`src/rtl/rmon_ctrl.sv`:
```
// RMON statistics controller: clears a 64 x 32 counter RAM after reset, then
// arbitrates RX/TX increment requests as read-modify-write sequences.
// Optional build macro RMON_SATURATE_EN: counters saturate instead of wrapping.
module rmon_ctrl (
    input  logic        i_clk,
    input  logic        i_rst_n,
    input  logic        i_reg_apply_0,
    input  logic [5:0]  i_reg_addr_0,
    input  logic [15:0] i_reg_data_0,
    output logic        o_reg_next_0,
    input  logic        i_reg_apply_1,
    input  logic [5:0]  i_reg_addr_1,
    input  logic [15:0] i_reg_data_1,
    output logic        o_reg_next_1,
    output logic [5:0]  o_addra,
    output logic [31:0] o_dina,
    output logic        o_wea,
    input  logic [31:0] i_douta,
    output logic        o_init_done
);

    localparam int ADDR_W = 6;
    localparam int DATA_W = 32;
    localparam int INC_W  = 16;

    typedef enum logic [2:0] {
        ST_INIT,
        ST_IDLE,
        ST_READ,
        ST_WAIT,
        ST_WRITE
    } state_t;

    state_t              r_state;
    state_t              w_state_nxt;
    logic [ADDR_W:0]     r_cnt;
    logic [ADDR_W:0]     w_cnt_nxt;
    logic                r_last;
    logic                w_last_nxt;
    logic                r_gnt;
    logic                w_gnt_nxt;
    logic                w_grant;
    logic                r_done;
    logic                w_done_nxt;

    logic [ADDR_W-1:0]   r_addra;
    logic [ADDR_W-1:0]   w_addra_nxt;
    logic [DATA_W-1:0]   r_dina;
    logic [DATA_W-1:0]   w_dina_nxt;
    logic                r_wea;
    logic                w_wea_nxt;
    logic                r_next_0;
    logic                w_next_0_nxt;
    logic                r_next_1;
    logic                w_next_1_nxt;

    logic [ADDR_W-1:0]   r_lat_addr;
    logic [INC_W-1:0]    r_lat_data;
    logic [ADDR_W-1:0]   w_sel_addr;
    logic [INC_W-1:0]    w_sel_data;

    function automatic logic [DATA_W-1:0] acc_sum(input logic [DATA_W-1:0] base,
                                                  input logic [INC_W-1:0]  inc);
`ifdef RMON_SATURATE_EN
        logic [DATA_W:0] sum;
        sum = {1'b0, base} + {{(DATA_W-INC_W+1){1'b0}}, inc};
        if (sum[DATA_W]) begin
            return {DATA_W{1'b1}};
        end
        return sum[DATA_W-1:0];
`else
        return base + {{(DATA_W-INC_W){1'b0}}, inc};
`endif
    endfunction

    // Round-robin: on a tie the requester not granted last wins.
    always_comb begin
        w_gnt_nxt = r_gnt;
        if (i_reg_apply_0 && i_reg_apply_1) begin
            w_gnt_nxt = ~r_last;
        end else if (i_reg_apply_1) begin
            w_gnt_nxt = 1'b1;
        end else if (i_reg_apply_0) begin
            w_gnt_nxt = 1'b0;
        end
        w_sel_addr = w_gnt_nxt ? i_reg_addr_1 : i_reg_addr_0;
        w_sel_data = w_gnt_nxt ? i_reg_data_1 : i_reg_data_0;
    end

    // Outputs are registered: each branch computes what the RAM port shows
    // while the FSM sits in the state being entered.
    always_comb begin
        w_state_nxt  = r_state;
        w_cnt_nxt    = r_cnt;
        w_last_nxt   = r_last;
        w_done_nxt   = r_done;
        w_grant      = 1'b0;
        w_addra_nxt  = '0;
        w_dina_nxt   = '0;
        w_wea_nxt    = 1'b0;
        w_next_0_nxt = 1'b0;
        w_next_1_nxt = 1'b0;
        case (r_state)
            ST_INIT: begin
                if (r_cnt[ADDR_W]) begin
                    w_state_nxt = ST_IDLE;
                    w_done_nxt  = 1'b1;
                end else begin
                    w_addra_nxt = r_cnt[ADDR_W-1:0];
                    w_wea_nxt   = 1'b1;
                    w_cnt_nxt   = r_cnt + 1'b1;
                end
            end
            ST_IDLE: begin
                if (i_reg_apply_0 || i_reg_apply_1) begin
                    w_grant     = 1'b1;
                    w_last_nxt  = w_gnt_nxt;
                    w_addra_nxt = w_sel_addr;
                    w_state_nxt = ST_READ;
                end
            end
            ST_READ: begin
                w_addra_nxt = r_lat_addr;
                w_state_nxt = ST_WAIT;
            end
            ST_WAIT: begin
                w_addra_nxt  = r_lat_addr;
                w_dina_nxt   = acc_sum(i_douta, r_lat_data);
                w_wea_nxt    = 1'b1;
                w_next_0_nxt = ~r_gnt;
                w_next_1_nxt = r_gnt;
                w_state_nxt  = ST_WRITE;
            end
            ST_WRITE: begin
                w_state_nxt = ST_IDLE;
            end
            default: begin
                w_state_nxt = ST_INIT;
            end
        endcase
    end

    always_ff @(posedge i_clk or negedge i_rst_n) begin
        if (!i_rst_n) begin
            r_state  <= ST_INIT;
            r_cnt    <= '0;
            r_last   <= 1'b1;
            r_gnt    <= 1'b0;
            r_done   <= 1'b0;
            r_addra  <= '0;
            r_dina   <= '0;
            r_wea    <= 1'b0;
            r_next_0 <= 1'b0;
            r_next_1 <= 1'b0;
        end else begin
            r_state  <= w_state_nxt;
            r_cnt    <= w_cnt_nxt;
            r_last   <= w_last_nxt;
            r_done   <= w_done_nxt;
            r_addra  <= w_addra_nxt;
            r_dina   <= w_dina_nxt;
            r_wea    <= w_wea_nxt;
            r_next_0 <= w_next_0_nxt;
            r_next_1 <= w_next_1_nxt;
            if (w_grant) begin
                r_gnt <= w_gnt_nxt;
            end
        end
    end

    // Operands of the update in flight; held so requesters may change inputs.
    always_ff @(posedge i_clk) begin
        if (w_grant) begin
            r_lat_addr <= w_sel_addr;
            r_lat_data <= w_sel_data;
        end
    end

    assign o_addra      = r_addra;
    assign o_dina       = r_dina;
    assign o_wea        = r_wea;
    assign o_reg_next_0 = r_next_0;
    assign o_reg_next_1 = r_next_1;
    assign o_init_done  = r_done;

endmodule
```
`config.mk`:
```
export PLATFORM = sky130hd
export DESIGN_NAME = rmon_ctrl
export DESIGN_NICKNAME = d
export VERILOG_FILES = /design/src/rtl/rmon_ctrl.sv
export SDC_FILE = /design/constraint.sdc
export NUM_CORES = 1
export LEC_CHECK = 0
export CORE_AREA = 2 2 112 114
export CTS_BUF_LIST = sky130_fd_sc_hd__clkbuf_8 sky130_fd_sc_hd__clkbuf_16
export CTS_CLUSTER_SIZE = 8
export DETAILED_ROUTE_END_ITERATION = 12
export DIE_AREA = 0 0 114 116
export PLACE_DENSITY_LB_ADDON = 0.12
export SYNTH_ARGS = -nofsm -noshare
export SYNTH_HDL_FRONTEND = slang
export SYNTH_SLANG_ARGS = --single-unit
```
`constraint.sdc`:
```
create_clock -name i_clk -period 4.55 [get_ports i_clk]
set_input_delay 0.455 -clock i_clk [delete_from_list [all_inputs] [get_ports i_clk]]
set_output_delay 0.455 -clock i_clk [all_outputs]
set_load 0.005 [all_outputs]
```
Word-level counts from Yosys, hierarchy flattened
Index checks and enable logic that the tools add are counted.
{"block": "word_totals", "reg_bits": 76, "out_inout_bits": 42, "wordCells": 51}
{"block": "classes", "addsub": 2, "n_eq_ne": 6, "mux": 19, "bitwise": 3, "reduce_logical": 8}
{"op": "$add 32x16->32", "n": 1}
{"op": "$mux 32", "n": 1}
{"op": "$mux 6", "n": 3}
{"op": "$pmux 6 s3", "n": 1}
{"op": "$mux 16", "n": 1}
{"op": "$pmux 3 s5", "n": 1}
{"op": "$mux 1", "n": 8}
{"op": "$reduce_and 2->1", "n": 4}
{"op": "$add 7x1->7 const B", "n": 1}
{"op": "$mux 7", "n": 1}
{"op": "$eq 3x2->1 const B", "n": 2}
{"op": "$mux 3", "n": 2}
{"op": "$ne 2x2->1 const B", "n": 2}
{"op": "$eq 3x1->1 const B", "n": 1}
{"op": "$eq 3x3->1 const B", "n": 1}
{"op": "$logic_not 3->1", "n": 1}
{"op": "$not 1->1", "n": 3}
{"op": "$pmux 1 s2", "n": 1}
{"op": "$reduce_or 2->1", "n": 1}
{"op": "$logic_and 1x1->1", "n": 1}
{"op": "$logic_or 1x1->1", "n": 1}

Longest topological paths before layout
Gate-level depths: netlist (run 1).
{"block": "logic_depth", "word_depth": 6, "ltp_mapped": 9, "depth_no_buf": 9}

Worst setup path before layout (run 1)
Ideal clock, no wire load.
{"block": "synth_path", "kind": "reg-to-reg", "startpoint": "reg r_state[0]", "endpoint": "reg r_gnt", "setup_ps": 125, "t_arrival_ps": 2297, "path_slack_ps": 2128, "stages_incl_launch_ff": 5, "cell_sequence": "dfrtp_1 -> nor2b_1 -> o21ai_0 -> nor2_1 -> mux2_2"}
{"block": "synth_between", "elab_chain_len": 2}
{"element": "start, declared", "line": "34", "rtl": "state_t r_state;"}
{"element": "start signal, assigned", "line": "156", "rtl": "r_state <= w_state_nxt;"}
{"element": "$eq 3x1->1", "line": "103", "rtl": "case (r_state)"}
{"element": "$mux 1", "line": "103"}
{"element": "via w_grant", "line": "42", "rtl": "logic w_grant;"}
{"element": "end signal, assigned", "line": "166", "rtl": "r_gnt <= w_gnt_nxt;"}
{"element": "end, declared", "line": "40", "rtl": "logic r_gnt;"}
The timed path passes the listed nets, and every way through them passes these cells.
A chain may end at the register's enable or synchronous reset.

Worst setup path after layout (run 1)
{"block": "layout_path", "startpoint": "in i_douta[0]", "endpoint": "reg r_dina[28], in the netlist o_dina[28]"}
{"block": "layout_between", "elab_chain_len": 2}
{"element": "start, declared", "line": "18", "rtl": "input logic [31:0] i_douta,"}
{"element": "$add 32x16->32", "line": "72", "rtl": "return base + {{(DATA_W-INC_W){1'b0}}, inc};"}
{"element": "$mux 32", "line": "103"}
{"element": "via w_dina_nxt[28]", "line": "49", "rtl": "logic [DATA_W-1:0] w_dina_nxt;"}
{"element": "end signal, assigned", "line": "161", "rtl": "r_dina <= w_dina_nxt;"}
{"element": "end, declared", "line": "48", "rtl": "logic [DATA_W-1:0] r_dina;"}
The timed path passes the listed nets, and every way through them passes these cells.

==> results of run 1 <==
-- sequential cells by signal, summed over array words and instances, names as in the netlist, 3 cells and up --
| signal | cells |
|---|---|
| o_dina | 32 |
| r_lat_data | 16 |
| r_cnt | 7 |
| o_addra | 6 |
| r_lat_addr | 6 |
| r_state | 3 |
-- cell type report --
| type | instances | area, µm² |
|---|---|---|
| clock buffers | 10 | 250.2 |
| clock inverters | 6 | 93.84 |
| fillers | 1144 | 6073 |
| inverters | 11 | 41.29 |
| multi-input cells | 271 | 2019 |
| flip-flops and latches | 76 | 2013 |
| well taps | 147 | 183.9 |
| repair buffers | 125 | 1236 |
-- cell usage after synthesis (2+ instances only) --
cell type | count | area, µm²
dfrtp_1 | 53 | 1326
mux2_2 | 25 | 281.5
nor2_1 | 25 | 93.84
nand2_1 | 24 | 90.09
edfxtp_1 | 22 | 660.6
a21oi_1 | 21 | 105.1
ha_1 | 17 | 212.7
nand3_1 | 14 | 70.07
o21ai_0 | 14 | 70.07
or3_1 | 13 | 81.33
inv_1 | 10 | 37.54
a21o_1 | 8 | 60.06
mux2i_1 | 8 | 80.08
nor3_1 | 7 | 35.03
o21a_1 | 7 | 52.55
xnor2_1 | 7 | 61.31
a211oi_1 | 6 | 45.04
clkbuf_1 | 6 | 22.52
a222oi_1 | 5 | 50.05
and2_1 | 5 | 31.28
and3_1 | 5 | 31.28
nor2b_1 | 5 | 31.28
xor2_1 | 5 | 43.79
nand4_1 | 4 | 25.02
a21oi_2 | 3 | 26.28
buf_2 | 3 | 15.01
nand2b_1 | 3 | 18.77
nor3b_1 | 3 | 22.52
o31ai_1 | 3 | 22.52
a2111oi_2 | 2 | 30.03
a21o_2 | 2 | 17.52
and2_2 | 2 | 15.01
-- kinds of logic (layout without fill, tap and decap cells) --
| kind of cell | count (synthesis) | count (layout) | share of synthesized area, % |
|---|---|---|---|
| AO/OA/AOI/OAI | 88 | 88 | 16.00 |
| XOR/XNOR | 12 | 12 | 2.550 |
| adder cells (fa/ha/maj) | 18 | 18 | 5.647 |
| buffers and inverters | 22 | 152 | 2.368 |
| flip-flops | 76 | 76 | 48.85 |
| multiplexers | 33 | 33 | 8.774 |
| AND/OR/NAND/NOR | 120 | 120 | 15.82 |
-- metal layers --
metal	GRT usage (%)	share of wire (%)	vias up
li1	-	-	1620
met5	0	0	-
met2	25.63	46	105
met4	6.748	1.5	0
met1	21.31	46	1556
met3	3.975	6.4	13
-- worst max-delay path, cell delays in order --
cell and delay, ns:
clkdlybuf4s50_1 0.47, ha_1 0.17, inv_1 0.06, fa_1 0.37, and2b_1 0.26, o2111ai_2 0.15
a21oi_2 0.33, o21bai_4 0.14, a2111oi_2 0.41, mux2i_1 0.24
-- where the power goes --
part	total [mW]	switching, mW	internal, mW
sequential	1.01	0.112	0.895
combinational	0.935	0.446	0.489
clock	0.812	0.294	0.517
total	2.75	0.852	1.90
-- worst min path at each step --
| stage | from | endpoint | slack (ns) | depth (start not counted) |
|---|---|---|---|---|
| after floorplan | i_rst_n | o_addra[0] | 0.16 | 0 |
| after global placement | o_init_done | o_init_done | 0.48 | 1 |
| after detailed placement | r_gnt | o_reg_next_0 | 0.48 | 1 |
| after CTS | i_rst_n | o_reg_next_0 | 0.29 | 2 |
| after global routing | i_rst_n | o_addra[5] | 0.32 | 2 |
| final | i_rst_n | o_addra[5] | 0.26 | 2 |
==> impl_metrics.env, run 1 <==
export IMPL_finalSetupViolCount=0
export IMPL_initial_utilization_pct=34.60
export IMPL_mostFrequentLayoutCell="clkdlybuf4s50_1"
export IMPL_overflow=0
export IMPL_setup_tns_final_ns=0
export IMPL_rows=40
export IMPL_r2r_cells=9
export IMPL_synth_edf_count=22
export IMPL_async_flop_share_pct=71.05
export IMPL_ctsHtreeMaxLevel=3
export IMPL_route_detailed_drc=0
export IMPL_detail_route_antenna_nets=0
export IMPL_num_vias=3294
export IMPL_fin_ws_ns=1.761
export IMPL_rsz0062_at_grt="no"
export IMPL_cp_max_fo=7
export IMPL_fin_crit_ns=2.789
export IMPL_worst_hold_slack_ns=0.2581
export IMPL_grt_pass1_wl_mm=16.64
export IMPL_yosys_most_used_dff="dfrtp_1"
export IMPL_syn2layout_area_growth_pct=41.65
export IMPL_ys_warn_count=0
export IMPL_dieArea_mm2=0.01322
export IMPL_worst_pin_slew_ns=0.7190
export IMPL_drive_gt1_share_pct=13.63
export IMPL_first_pass_iters=4
export IMPL_cp_arrival_ns=3.04
export IMPL_cts_path_max_buffers=2
export IMPL_cts_tree="yes"
export IMPL_period_share_pct=61.29
export IMPL_grt_max_degree=55
export IMPL_endpoint="o_dina[28]"
export IMPL_synth_fp_nets=467
export IMPL_antenna_found_initial=0
export IMPL_max_slew_margin_rel_pct=52.07
export IMPL_ys_types=64
export IMPL_final_nets=592
export IMPL_max_cap_viol_count=0
export IMPL_status="finished clean"
export IMPL_place_ws_ns=1.407
export IMPL_final_core_util_pct=49.01
export IMPL_via_per_inst=5.099
export IMPL_stdcell_count=646
export IMPL_hold_class="in -> async"
export IMPL_most_common_layout_cells="clkdlybuf4s50_1 (120), dfrtp_1 (53), mux2_2 (25), nor2_1 (24), nand2_1 (24)"
export IMPL_clock_sinks=76
export IMPL_slew_viol_final=0
export IMPL_num_antenna_cells=0
export IMPL_start_kind="primary input"
export IMPL_finish_instance_area_mm2=0.005838
export IMPL_post_cts_buffers=0
export IMPL_core_area_mm2=0.01191
export IMPL_crit_start="i_douta[0]"
export IMPL_syn_cell_area_mm2=0.004121
export IMPL_cts_resized=0
export IMPL_finalPower_mw=2.754
export IMPL_timing_rr_end="o_dina[28]"
export IMPL_critPathRequiredTime_ns=4.80
export IMPL_cts_clk_slew_worst_paths_ns=0.06
export IMPL_yosysSeqAreaShare_pct=48.85
export IMPL_portBuffers=121
export IMPL_p_leak_nw=2.358
export IMPL_grt_util_all_layers_pct=16.18
export IMPL_initialDrtViolationCount=136
export IMPL_crit_type="in -> reg"
export IMPL_peakVddDrop_mv=0.1889
export IMPL_end_kind="flip-flop"
export IMPL_cts_hold_buf=0
export IMPL_clock_skew_ns=0.004903
export IMPL_r2r_start="r_lat_data[0]"
export IMPL_max_freq_ghz=0.3586
export IMPL_hold_violations=0
export IMPL_cts_inserted_buffers=9
export IMPL_grt_pass1_vias=3363
export IMPL_syn_avg_cell_area_um2=11.17
export IMPL_die_height_um=116
export IMPL_syn_inst=369
export IMPL_die_w_um=114
export IMPL_powerDensity_mw_per_mm2=471.7
export IMPL_ys_ff_latch=76
export IMPL_cts_root_buf="clkbuf_16"
export IMPL_place_area_mm2=0.005494
export IMPL_gp_congestion=0.8339
export IMPL_dpl_cell_count=630
export IMPL_clk_latency_ns=0.33
export IMPL_r2r_slack_ns=2.04
export IMPL_hpwl_mm=7.458
export IMPL_ios=122
export IMPL_wl_mm=10.16
export IMPL_wl_per_cell_um=15.73
(Power assumes the default switching activity.)
==> run 2: changes to the inputs <==
==> constraint.sdc (replaced) <==
create_clock -name i_clk -period 2.25 [get_ports i_clk]
set_input_delay 0.225 -clock i_clk [delete_from_list [all_inputs] [get_ports i_clk]]
set_output_delay 0.225 -clock i_clk [all_outputs]
set_load 0.005 [all_outputs]
==> impl_metrics.env, run 2 (synthesized netlist as in run 1, its figures left out) <==
export IMPL_status="finished with violations"
export IMPL_failed_checks="negative setup slack"
export IMPL_ios=122
export IMPL_cts_root_buf="clkbuf_16"
export IMPL_finalSetupViolCount=11
export IMPL_detail_route_antenna_nets=0
export IMPL_route_detailed_drc=0
export IMPL_fin_ws_ns=-0.1275
export IMPL_rows=40
export IMPL_finish_instance_area_mm2=0.006564
export IMPL_hold_violations=0
export IMPL_slew_viol_final=0
export IMPL_clock_skew_ns=0.006636
export IMPL_hpwl_mm=8.149
export IMPL_worst_pin_slew_ns=0.5752
export IMPL_wl_mm=10.81
export IMPL_final_nets=655
export IMPL_portBuffers=121
export IMPL_crit_type="reg -> reg"
export IMPL_core_area_mm2=0.01191
export IMPL_max_cap_viol_count=0
export IMPL_wl_per_cell_um=15.25
export IMPL_grt_util_all_layers_pct=16.55
export IMPL_end_kind="flip-flop"
export IMPL_peakVddDrop_mv=0.4163
export IMPL_max_freq_ghz=0.4206
export IMPL_start_kind="flip-flop"
export IMPL_p_leak_nw=2.697
export IMPL_multi_input_area_mm2=0.002237
export IMPL_largest_reg_flops=32
export IMPL_num_antenna_cells=0
export IMPL_die_height_um=116
export IMPL_first_pass_iters=4
export IMPL_drive_gt1_share_pct=27.58
export IMPL_die_w_um=114
export IMPL_finalPower_mw=5.959
export IMPL_place_area_mm2=0.005957
export IMPL_rsz0062_at_grt="yes"
export IMPL_grt_pass1_wl_mm=16.99
export IMPL_clock_sinks=76
export IMPL_num_vias=3588
export IMPL_clk_latency_ns=0.34
export IMPL_grt_max_degree=35
export IMPL_cp_max_fo=3
export IMPL_overflow=0
export IMPL_fin_crit_ns=2.377
export IMPL_via_per_inst=5.061
export IMPL_initial_utilization_pct=34.60
export IMPL_cts_path_max_buffers=2
export IMPL_cts_inserted_buffers=9
export IMPL_critPathRequiredTime_ns=2.51
export IMPL_regArea_mm2=0.002013
export IMPL_cp_arrival_ns=2.64
export IMPL_antenna_found_initial=0
export IMPL_n_fill_cell=1046
export IMPL_gp_congestion=0.8701
export IMPL_most_common_layout_cells="clkdlybuf4s50_1 (119), buf_4 (61), dfrtp_1 (53), mux2_2 (25)"
export IMPL_initialDrtViolationCount=115
export IMPL_cts_tree="yes"
export IMPL_cts_clk_slew_worst_paths_ns=0.06
export IMPL_max_slew_margin_rel_pct=61.61
export IMPL_period_share_pct=105.7
export IMPL_dieArea_mm2=0.01322
export IMPL_mostFrequentLayoutCell="clkdlybuf4s50_1"
export IMPL_syn2layout_area_growth_pct=59.26
export IMPL_grt_pass1_vias=3524
export IMPL_setup_tns_final_ns=-0.6273
export IMPL_ctsHtreeMaxLevel=3
export IMPL_powerDensity_mw_per_mm2=907.8
export IMPL_hold_class="in -> async"
run 2: power by group:
group	internal (mW)	leakage (nW)	switching, mW
clock network	0.978	0.156	0.589
logic	1.32	1.62	1.07
registers	1.81	0.920	0.199
total	4.10	2.70	1.85
run 2: path summary, 6_finish.rpt:
| path | slack, ns | cells after the start | end | from |
|---|---|---|---|---|
| worst min register to register | 0.48 | 1 | o_reg_next_0 | r_gnt |
| worst min-delay path | 0.40 | 2 | o_reg_next_1 | i_rst_n |
| min in group i_clk | 0.40 | 3 | o_dina[0] | i_douta[0] |
| max in group asynchronous | 1.29 | 3 | o_init_done | i_rst_n |
| worst max register to register | -0.13 | 10 | o_dina[12] | r_lat_data[0] |
| worst max-delay path | -0.13 | 10 | o_dina[12] | r_lat_data[0] |
run 2: final cells by class:
| cell class | instances | area share [%] |
|---|---|---|
| timing repair buffer | 188 | 26.88 |
| sequential | 76 | 30.67 |
| inverter | 11 | 0.6291 |
| tap | 147 | 2.802 |
| clock inverter | 7 | 1.506 |
| multi-input combinational | 271 | 34.08 |
| clock buffer | 9 | 3.431 |
run 2: metrics by stage:
step | hold WS [ns] | utilization (%) | worst slack [ns] | std cells
after CTS | 0.3849 | 53.76 | -0.1081 | 704
after global routing | 0.4323 | 55.11 | -0.2342 | 709
after global placement | 0.2285 | 50.01 | -0.5296 | 685
after floorplan | -0.07059 | - | 0.01329 | 369
after detailed placement | 0.2352 | 50.01 | -0.5889 | 685
final | 0.3985 | 55.11 | -0.1275 | 709
run 2: worst max-delay path: stages (launching register included):
cell	delay (ns)
edfxtp_1	0.38
ha_2	0.20
inv_2	0.05
fa_2	0.19
and2b_2	0.25
o2111ai_4	0.26
buf_4	0.16
a21boi_2	0.05
o31a_1	0.29
a311oi_2	0.27
mux2i_1	0.21
run 2: timing repair:
| item | in CTS | in global routing |
|---|---|---|
| hold buffers | 1 | 0 |
| setup endpoints to repair | 9 | 22 |
| resized for setup | 19 | 20 |
| pin swaps | 13 | 16 |
| endpoints found under the hold margin | 19 | 0 |
| buffers inserted | 2 | 5 |
run 2: per-layer routing:
layer  wire [µm]  vias up  GRT usage, %
met5           0        -             0
met4          97        0         5.528
met3         593        8         4.341
met2        5133      106         26.98
met1        4985     1726         21.53
li1            -     1748             -
==> run 3: changes to the inputs <==
--- a/config.mk
+++ b/config.mk
@@ -5,11 +5,13 @@
 export SDC_FILE = /design/constraint.sdc
 export NUM_CORES = 1
 export LEC_CHECK = 0
-export CORE_AREA = 2 2 112 114
+export CELL_PAD_IN_SITES_DETAIL_PLACEMENT = 1
+export CELL_PAD_IN_SITES_GLOBAL_PLACEMENT = 2
+export CORE_AREA = 2 2 127 129
 export CTS_BUF_LIST = sky130_fd_sc_hd__clkbuf_8 sky130_fd_sc_hd__clkbuf_16
 export CTS_CLUSTER_SIZE = 8
 export DETAILED_ROUTE_END_ITERATION = 12
-export DIE_AREA = 0 0 114 116
+export DIE_AREA = 0 0 129 131
 export PLACE_DENSITY_LB_ADDON = 0.12
 export SYNTH_ARGS = -nofsm -noshare
 export SYNTH_HDL_FRONTEND = slang
==> impl_metrics.env, run 3 (synthesized netlist as in run 1, its figures left out) <==
export IMPL_status="finished with violations"
export IMPL_failed_checks="negative setup slack"
export IMPL_finalSetupViolCount=8
export IMPL_r2r_slack_ns=-0.12
export IMPL_core_area_mm2=0.01560
export IMPL_power_frac_seq_pct=33.3
export IMPL_clk_latency_ns=0.35
export IMPL_combPwrFrac_pct=40.8
export IMPL_wl_per_cell_um=16.45
export IMPL_rows=46
export IMPL_rsz0062_at_grt="yes"
export IMPL_syn2layout_area_growth_pct=62.14
export IMPL_intPower_mw=4.044
export IMPL_portBuffers=121
export IMPL_n_fill_cell=1718
export IMPL_peakVddDrop_mv=0.3574
export IMPL_clkPwrFrac_pct=25.9
export IMPL_hpwl_mm=9.677
export IMPL_largest_reg_flops=32
export IMPL_timing_rr_end="o_dina[12]"
export IMPL_via_per_inst=4.681
export IMPL_final_core_util_pct=42.84
export IMPL_power_switching_mw=1.965
export IMPL_cts_inserted_buffers=9
export IMPL_regArea_mm2=0.002013
export IMPL_mostFrequentLayoutCell="clkdlybuf4s50_1"
export IMPL_max_cap_viol_count=0
export IMPL_multi_input_area_mm2=0.002258
export IMPL_fin_ws_ns=-0.1190
export IMPL_first_pass_iters=4
export IMPL_drive_gt1_share_pct=28.75
export IMPL_max_slew_margin_rel_pct=55.51
export IMPL_num_antenna_cells=0
export IMPL_cts_root_buf="clkbuf_16"
export IMPL_place_area_mm2=0.006043
export IMPL_die_height_um=131
export IMPL_most_common_layout_cells="clkdlybuf4s50_1 (120), buf_4 (66), dfrtp_1 (53), mux2_2 (25)"
export IMPL_finish_instance_area_mm2=0.006683
export IMPL_cts_clk_slew_worst_paths_ns=0.06
export IMPL_finalPower_mw=6.010
export IMPL_grt_max_degree=30
export IMPL_ios=122
export IMPL_wl_mm=12.88
export IMPL_route_detailed_drc=0
export IMPL_crit_type="reg -> reg"
export IMPL_grt_pass1_wl_mm=20.07
export IMPL_cts_path_max_buffers=2
export IMPL_cp_max_fo=4
export IMPL_clock_skew_ns=0.007024
export IMPL_dieArea_mm2=0.01690
export IMPL_period_share_pct=105.3
export IMPL_start_kind="flip-flop"
export IMPL_p_leak_nw=2.712
export IMPL_crit_path_max_incr_delay_ns=0.42
export IMPL_end_kind="flip-flop"
export IMPL_cp_cell_sequence="ha_4 > inv_2 > fa_2 > and2b_2 > o2111ai_4 > buf_6 > a21boi_4 > o31a_1 > a311oi_2 > mux2i_1"
export IMPL_slew_viol_final=0
export IMPL_clock_sinks=76
export IMPL_overflow=0
export IMPL_detail_route_antenna_nets=0
export IMPL_initial_utilization_pct=26.42
export IMPL_ctsHtreeMaxLevel=3
export IMPL_gp_congestion=0.7949
export IMPL_critPathRequiredTime_ns=2.51
export IMPL_final_nets=660
export IMPL_fin_crit_ns=2.369
export IMPL_r2r_start="r_lat_data[0]"
export IMPL_hold_class="in -> async"
export IMPL_grt_pass1_vias=3857
export IMPL_num_vias=3665
export IMPL_powerDensity_mw_per_mm2=899.3
export IMPL_cts_tree="yes"
export IMPL_hold_violations=0
export IMPL_crit_slowest_cell="edfxtp_1"
export IMPL_initialDrtViolationCount=112
export IMPL_cp_arrival_ns=2.63
export IMPL_max_freq_ghz=0.4221
export IMPL_p_sw_share_pct=32.70
export IMPL_antenna_found_initial=0
export IMPL_worst_pin_slew_ns=0.6674
export IMPL_grt_util_all_layers_pct=15.75
export IMPL_r2r_cells=10
export IMPL_die_w_um=129
## run 3: final cells by class
type / instances / area share, %
clock inverters: 4 / 0.5055
clock buffers: 12 / 4.325
well taps: 216 / 4.044
repair buffers: 193 / 26.59
inverters: 11 / 0.6179
flip-flops and latches: 76 / 30.13
multi-input cells: 271 / 33.80
## run 3: worst max-delay path, delay by kind of cell, from the launching register on
| kind | cells | cell delay [ns] |
|---|---|---|
| AO/OA/AOI/OAI | 4 | 0.85 |
| AND/OR/NAND/NOR | 1 | 0.24 |
| buffers and inverters | 2 | 0.20 |
| flip-flops | 1 | 0.42 |
| adder cells (fa/ha/maj) | 2 | 0.37 |
| multiplexers | 1 | 0.22 |
## run 3: repair_timing
item / 4_1_cts / 5_1_grt
pin swaps: 12 / 20
setup buffers: 3 / 5
resized for setup: 13 / 32
setup endpoints to repair: 14 / 21
endpoints found under the hold margin: 25 / 0
hold buffers: 1 / 0
## run 3: power groups by stage
| stage | Combinational, mW | Clock, mW | Sequential [mW] |
|---|---|---|---|
| 6_report | 2.45 | 1.55 | 2.00 |
| 3_3_place_gp | 2.29 | 0 | 2.02 |
| 2_1_floorplan | 1.17 | 0 | 1.99 |
| 5_1_grt | 2.71 | 1.65 | 2.04 |
| 4_1_cts | 2.40 | 1.61 | 2.00 |
| 3_5_place_dp | 2.33 | 0 | 2.02 |
## run 3: per-layer routing
| layer | up-vias | track usage [%] | share of wire [%] |
|---|---|---|---|
| met1 | 1804 | 19.82 | 45 |
| met5 | - | 0 | 0 |
| met4 | 0 | 7.033 | 1.8 |
| met3 | 14 | 2.932 | 4.7 |
| met2 | 86 | 26.49 | 49 |
| li1 | 1761 | - | - |
## run 3: stage by stage
step	TNS [ns]	cells	setup slack (ns)	hold WS (ns)
floorplan	0	369	0.01329	-0.07059
global placement	-8.429	759	-0.5295	0.2979
detailed placement	-10.05	759	-0.6234	0.3036
CTS	-1.195	779	-0.1615	0.4723
global route	-1.665	783	-0.2156	0.5110
finish	-0.4569	783	-0.1190	0.4534
## run 3: worst max path at each step
| stage | depth (start not counted) | startpoint | slack, ns | to |
|---|---|---|---|---|
| after floorplan | 9 | r_lat_data[0] | 0.01 | o_dina[28] |
| after global placement | 10 | i_douta[0] | -0.53 | o_dina[30] |
| after detailed placement | 10 | i_douta[0] | -0.62 | o_dina[30] |
| after CTS | 9 | r_lat_data[0] | -0.16 | o_dina[30] |
| after global routing | 10 | i_douta[0] | -0.22 | o_dina[30] |
| final | 10 | r_lat_data[0] | -0.12 | o_dina[12] |
